### src/rtl/mult_pkg.sv
// Shared constants and state encoding for the sequential shift-add multiplier.
// The encoding is fixed so that the unused code 2'd3 has a known recovery path.
package mult_pkg;

    localparam int WIDTH = 8;
    localparam int ITER  = 8;
    localparam int CNT_W = 3;

    localparam logic [CNT_W-1:0] LAST_CNT = CNT_W'(ITER - 1);

    typedef enum logic [1:0] {
        IDLE = 2'd0,
        RUN  = 2'd1,
        DONE = 2'd2
    } state_t;

endpackage

### src/rtl/ksa_8.sv
// 8-bit Kogge-Stone adder, purely combinational.
// Carry-in is folded into bit 0's generate so the prefix tree yields every carry directly.
module ksa_8 (
    input  logic [7:0] a,
    input  logic [7:0] b,
    input  logic       cin,
    output logic [7:0] sum,
    output logic       carry
);

    logic [7:0] g0, p0;
    logic [7:0] g1, p1;
    logic [7:0] g2, p2;
    logic [7:0] g3, p3;
    logic [7:0] prop;
    logic [7:0] carries;

    always_comb begin
        prop = a ^ b;
        g0   = a & b;
        g0[0] = (a[0] & b[0]) | (prop[0] & cin);
        p0   = prop;

        g1 = g0;
        p1 = p0;
        for (int i = 1; i < 8; i++) begin
            g1[i] = g0[i] | (p0[i] & g0[i-1]);
            p1[i] = p0[i] & p0[i-1];
        end

        g2 = g1;
        p2 = p1;
        for (int i = 2; i < 8; i++) begin
            g2[i] = g1[i] | (p1[i] & g1[i-2]);
            p2[i] = p1[i] & p1[i-2];
        end

        g3 = g2;
        p3 = p2;
        for (int i = 4; i < 8; i++) begin
            g3[i] = g2[i] | (p2[i] & g2[i-4]);
            p3[i] = p2[i] & p2[i-4];
        end

        // g3[i] is the carry out of bit i, hence the carry into bit i+1
        carries = {g3[6:0], cin};
        sum     = prop ^ carries;
        carry   = g3[7];
    end

endmodule

### src/rtl/seq_mult_8.sv
// Sequential 8x8 unsigned shift-add multiplier: one ksa_8 addition per cycle,
// eight iterations per product, START/READY/DONE handshake.
module seq_mult_8
    import mult_pkg::*;
#(
    parameter int WIDTH = mult_pkg::WIDTH
) (
    input  logic                 clk,
    input  logic                 rst,
    input  logic                 start,
    input  logic [WIDTH-1:0]     a,
    input  logic [WIDTH-1:0]     b,
    output logic                 ready,
    output logic                 busy,
    output logic                 done,
    output logic [2*WIDTH-1:0]   product
);

    // ksa_8 is fixed-width, so any other operand width cannot be built
    generate
        if (WIDTH != 8) begin : g_bad_width
            $error("seq_mult_8: WIDTH must be 8");
        end
    endgenerate

    state_t             state, next_state;
    logic [16:0]        p;
    logic [7:0]         mcand;
    logic [CNT_W-1:0]   cnt;

    logic [7:0]         add_b;
    logic [7:0]         add_sum;
    logic               add_carry;
    logic [16:0]        p_shifted;
    logic               unused_carry_slot;

    assign add_b     = p[0] ? mcand : 8'h00;
    assign p_shifted = {1'b0, add_carry, add_sum, p[7:1]};

    // The carry slot is cleared by every shift and never feeds the datapath
    assign unused_carry_slot = p[16];

    ksa_8 u_ksa (p[15:8], add_b, 1'b0, add_sum, add_carry);

    always_ff @(posedge clk or posedge rst) begin
        if (rst) begin
            state <= IDLE;
        end else begin
            state <= next_state;
        end
    end

    always_comb begin
        next_state = IDLE;
        ready      = 1'b0;
        busy       = 1'b0;
        done       = 1'b0;
        case (state)
            IDLE: begin
                ready      = 1'b1;
                next_state = start ? RUN : IDLE;
            end
            RUN: begin
                busy       = 1'b1;
                next_state = (cnt == LAST_CNT) ? DONE : RUN;
            end
            DONE: begin
                done       = 1'b1;
                next_state = IDLE;
            end
            default: next_state = IDLE;
        endcase
    end

    // PRODUCT captures the post-shift value of the final iteration
    always_ff @(posedge clk or posedge rst) begin
        if (rst) begin
            p       <= '0;
            mcand   <= '0;
            cnt     <= '0;
            product <= '0;
        end else begin
            case (state)
                IDLE: begin
                    if (start) begin
                        mcand <= a;
                        p     <= {9'b0, b};
                        cnt   <= '0;
                    end
                end
                RUN: begin
                    p   <= p_shifted;
                    cnt <= cnt + 1'b1;
                    if (cnt == LAST_CNT) begin
                        product <= p_shifted[15:0];
                    end
                end
                default: ;
            endcase
        end
    end

endmodule

### config.mk
export PLATFORM = sky130hd
export DESIGN_NAME = seq_mult_8
export DESIGN_NICKNAME = d
export VERILOG_FILES = /design/src/rtl/mult_pkg.sv /design/src/rtl/ksa_8.sv /design/src/rtl/seq_mult_8.sv
export SDC_FILE = /design/constraint.sdc
export NUM_CORES = 1
export LEC_CHECK = 0
export CAP_MARGIN = 0
export CORE_MARGIN = 4
export CORE_UTILIZATION = 30
export DETAILED_ROUTE_END_ITERATION = 8
export GPL_ROUTABILITY_DRIVEN = 1
export HOLD_SLACK_MARGIN = 0.15
export MAX_ROUTING_LAYER = met4
export PLACE_DENSITY = 0.53
export SYNTH_ARGS = -nofsm -noshare
export SYNTH_HDL_FRONTEND = slang
export SYNTH_SLANG_ARGS = --single-unit
### constraint.sdc
create_clock -name clk -period 4.84 [get_ports clk]
set_input_delay 0.968 -clock clk [delete_from_list [all_inputs] [get_ports clk]]
set_output_delay 0.968 -clock clk [all_outputs]
set_load 0.005 [all_outputs]
* After elaboration in Yosys (flattened, before gate mapping) *
Cells that the tools add are included.

cells by class
  $add $sub $neg = 1
  eq/ne operators = 4
  mux-type cells = 11
  bitwise gates (word level) = 48
  reduce and logical (&&, ||, !) cells = 5

operators by type and width
  operator                                                                number
  16-bit one-hot mux with 2 select lines                                  1
  1-bit bitwise AND                                                       28
  1-bit bitwise OR                                                        17
  16-bit 2-to-1 mux                                                       1
  8-bit XOR                                                               2
  8-bit bitwise AND                                                       1
  8-bit 2-to-1 mux                                                        1
  3-bit one-hot mux with 2 select lines                                   1
  2-bit AND reduction                                                     3
  1-bit 2-to-1 mux                                                        4
  2-bit one-hot mux with 2 select lines                                   1
  3-bit by 1-bit adder with 3-bit output (second input constant)          1
  3-bit equality test (second input constant)                             1
  3-bit 2-to-1 mux                                                        1
  2-bit by 1-bit equality test with 1-bit output (second input constant)  1
  2-bit equality test (second input constant)                             1
  2-bit logical NOT                                                       1
  2-bit 2-to-1 mux                                                        1
  2-bit != test (second input constant)                                   1
  2-bit nonzero test                                                      1

word-level totals
  bits in registers = 45
  bits of input ports = 19
  output and inout bits = 19
  logic and storage cells = 74

* Depth between registers and ports, before layout *
  depth in word-level cells = 9
  depth in mapped cells = 8
  depth with buffers taken out = 8

* Hierarchy *
A second synthesis with hierarchy kept.

second synthesis, totals
  cell total of the unflattened synthesis = 184
  area, all modules = 2302.2 µm²

by module, submodules not included
  module      instances  cells an instance  area an instance (µm²)  sequential area each (µm²)
  seq_mult_8  1          140                1931.9                  1126.1
  ksa_8       1          44                 370.4                   0.0

* Worst setup path after synthesis *
No wires, ideal clock.

  path kind = reg-to-reg
  from = reg p[0]
  to = reg p[13]
  library setup time = 134 ps
  arrival time = 1919 ps
  required time = 4706 ps
  setup slack = 2786 ps
  stages on the path, launching flop included = 9
  path buffers = 0
  clock period less this slack = 2054 ps
  path through = dfrtp_1 and2_1 ha_1 fa_1 a21oi_1 o211ai_1 a21oi_1 xor2_1 o21ai_0

between the ends
  cells in the longest elaborated chain, start to end = 9
  elaborated cells on any way between the ends = 19
  classes of those cells = mux (2); bitwise (17)

RTL lines
  element                                         RTL line                  source
  start, declared                                 seq_mult_8.sv:27          logic [16:0] p;
  start signal, assigned                          seq_mult_8.sv:87          p <= {9'b0, b};
  start signal, assigned                          seq_mult_8.sv:92          p <= p_shifted;
  8-bit 2-to-1 mux *                              seq_mult_8.sv:37          assign add_b = p[0] ? mcand : 8'h00;
  8-bit XOR or 8-bit bitwise AND (tied branches)  ksa_8.sv:19, ksa_8.sv:20
  1-bit bitwise AND                               ksa_8.sv:27               g1[i] = g0[i] | (p0[i] & g0[i-1]);
  1-bit bitwise OR                                ksa_8.sv:27
  1-bit bitwise AND                               ksa_8.sv:34               g2[i] = g1[i] | (p1[i] & g1[i-2]);
  1-bit bitwise OR                                ksa_8.sv:34
  1-bit bitwise OR                                ksa_8.sv:41               g3[i] = g2[i] | (p2[i] & g2[i-4]);
  8-bit XOR *                                     ksa_8.sv:47               sum = prop ^ carries;
  16-bit one-hot mux with 2 select lines *        seq_mult_8.sv:83          case (state)

Mark *: on every way between the ends. The rest lies on a longest branch, timed or not.
A chain may end at the register's enable or synchronous reset.

* Worst setup path after layout *
  from = reg state[0]
  to = out busy

between the ends
  cells in the longest elaborated chain, start to end = 2

RTL lines
  element                                         RTL line          source
  start, declared                                 seq_mult_8.sv:26  state_t state, next_state;
  start signal, assigned                          seq_mult_8.sv:49  state <= next_state;
  2-bit by 1-bit equality test with 1-bit output  seq_mult_8.sv:58  case (state)
  1-bit 2-to-1 mux                                seq_mult_8.sv:58
  end, declared                                   seq_mult_8.sv:14  output logic busy,

Every way passes these cells.

==> reports/metrics.csv <==
metric,value,unit
status,"complete, no violations",
CTS tree,yes,
Leak Pwr,1.22,nW
most frequent cells after synthesis,"nand2_1, dfrtp_1, o21ai_0, nor2_1, ha_1",
placed instance area,0.00260,mm^2
initial antenna violation count,0,
post-synth net total,248,
final wirelength,4400,um
dpl ws,2.35,ns
Synth Flop Type,dfrtp_1,
Synth Warn #,0,
RD Place Congestion,0.728,
Synth Register Bits,45,
critical path required time,3.87,ns
CTS root buffer,clkbuf_8,
PD cells,666,mW/mm^2
maxcap violations,0,
FP Rows,30,
die boundary width,92.8,um
number of enable flip-flop cells after synthesis,0,
FF+latch area,0.00113,mm^2
final worst path period share,0.551,
TritonRoute pass-1 iters,4,
hold_ws,0.471,ns
relative slew slack,0.429,
Avg Inst Size Synth,9.89,um^2
area of the multi-input gates,946,um^2
kind of start point of the critical path,flip-flop,
Vias/cell,4.38,
largest fanout on the critical path,37,
port bufs,37,
deepest clock path buffer count,2,
"CTS clk-pin slew, worst paths",0.08,ns
routed len/inst,12.5,um
I/O pin count,38,
RSZ-0062 raised after global routing,false,
total track usage,0.116,
Netlist cell types,29,
dpl hpwl,3000,um
post-CTS resize count,0,
sequential-to-total area share from yosys stat,0.522,
clock sink total,45,
Post-DRT Antenna Nets,0,
R2R depth,8,
total die area,0.00861,mm^2
number of global-route vias before repair,1595,
Iteration-0 DRC Markers,65,
Crit path arrival time,1.70,ns
Worst Setup End Kind,output port,
Clock Skews,0.00556,ns
Layout fillers,703,
Critical Path Sink,busy,
"Core Util, Final",0.395,
"count leader, synth",nand2_1,
Setup TNS Final,0,ns
Final Net Count,284,
vias,1539,
Slew @ Worst Pin,0.855,ns
residual DRC count,0,
Max Clk Rate,0.375,GHz
H-tree lvl count,2,
Synth area leaders,"dfrtp_1, nand2_1, ha_1",
largest area contributor in the synthesized netlist,dfrtp_1,
Worst R2R Setup Slack,2.50,ns
kind of critical path,reg2out,
Syn Inst Count,218,
Antenna Cells,0,
VDD IR-drop max,0.187,mV
placed instance count,343,
CP Launch Point,state[0],
cts hold-fix bufs,0,
core area,0.00687,mm^2
FF-to-FF End,product[13],
Max Slew Vio Count,0,
GR Overflow Total,0,
Final Non-Filler Cells,351,
share of layout cells above drive strength 1,0.0824,
Crit Reg-Reg Startpoint,p[0],
"Setup Fix Bufs, Post-CTS",0,
final hold vios,0,
Design Power,1.81,mW
largest net degree at the start of global routing,46,
die height,92.8,um
mapped cell area,0.00216,mm^2
"Async S/R FF share, synth",1.00,
TritonCTS buffer count,5,
global-route wire length before repair,7760,um
Final Critical Period,2.67,ns
design area,0.00271,mm^2
# setup viols final,0,
Initial Util,0.314,
"Worst Setup Slack, final",2.17,ns
Clock Latency Late Sink,0.30,ns
Layout area overhead,25.9,%
Hold Crit Class,reg2reg,
Yosys top cell area share,0.522,
metal layers:
layer  global-route usage  vias to the layer above  routed length, um
met4               0.0330                        0                 46
met1                0.155                      694               2300
met3               0.0366                        4                249
met5                    -                        -                  0
li1                     -                      803                  -
met2                0.169                       38               1800
worst max-delay path, stage by stage (launching register included):
cell             delay (ns)
dfrtp_1                0.40
nand2b_1               0.07
buf_4                  0.34
clkinv_4               0.13
clkdlybuf4s50_1        0.46
cell type report:
type,instances,share of cell area
sequential,45,0.415
timing repair buffer,39,0.142
clock inverter,1,0.0111
inverter,4,0.00738
clock buffer,7,0.0318
multi-input combinational,159,0.349
tap,96,0.0443
worst min path at each step:
stage                        start       end  slack (ns)  cells after the start
after floorplan           mcand[0]  mcand[0]        0.44                      2
final                     mcand[1]  mcand[1]        0.47                      2
after global routing      mcand[0]  mcand[0]        0.50                      2
after global placement    mcand[2]  mcand[2]        0.46                      2
after CTS                 mcand[1]  mcand[1]        0.48                      2
after detailed placement  mcand[1]  mcand[1]        0.46                      2
power breakdown:
| group | switching (mW) | total, mW | internal, mW |
|---|---|---|---|
| sequential | 0.107 | 0.665 | 0.557 |
| combinational | 0.430 | 0.848 | 0.418 |
| clock | 0.126 | 0.294 | 0.168 |
layout by cell type (no fill, tap or decap), types with 2 or more instances in the layout:
cell type | Yosys | layout
nand3_1 | 8 | 8
inv_1 | 3 | 2
mux2_4 | 5 | 5
ha_1 | 10 | 10
clkbuf_8 | 0 | 6
clkdlybuf4s50_1 | 0 | 37
dfrtp_1 | 45 | 45
and2_1 | 9 | 9
a31oi_1 | 8 | 8
o21ai_1 | 2 | 2
a21oi_1 | 6 | 6
buf_4 | 2 | 2
nor2_1 | 12 | 12
nor2b_1 | 2 | 2
o211ai_1 | 2 | 2
nand2_1 | 59 | 59
mux2_2 | 4 | 4
o21ai_0 | 19 | 19
xor2_1 | 5 | 5
registers in the layout (all words and copies together), names as in the netlist:
signal   flops
product     16
state        2
cnt          3
p           16
mcand        8
cell families after synthesis:
logic type,Yosys count,share of synthesized area
adder cells (fa/ha/maj),11,0.0673
AND/OR/NAND/NOR,92,0.182
AO/OA/AOI/OAI,41,0.109
buffers and inverters,14,0.0389
flip-flops,45,0.522
XOR/XNOR,6,0.0244
multiplexers,9,0.0557
(Power assumes the default switching activity.)
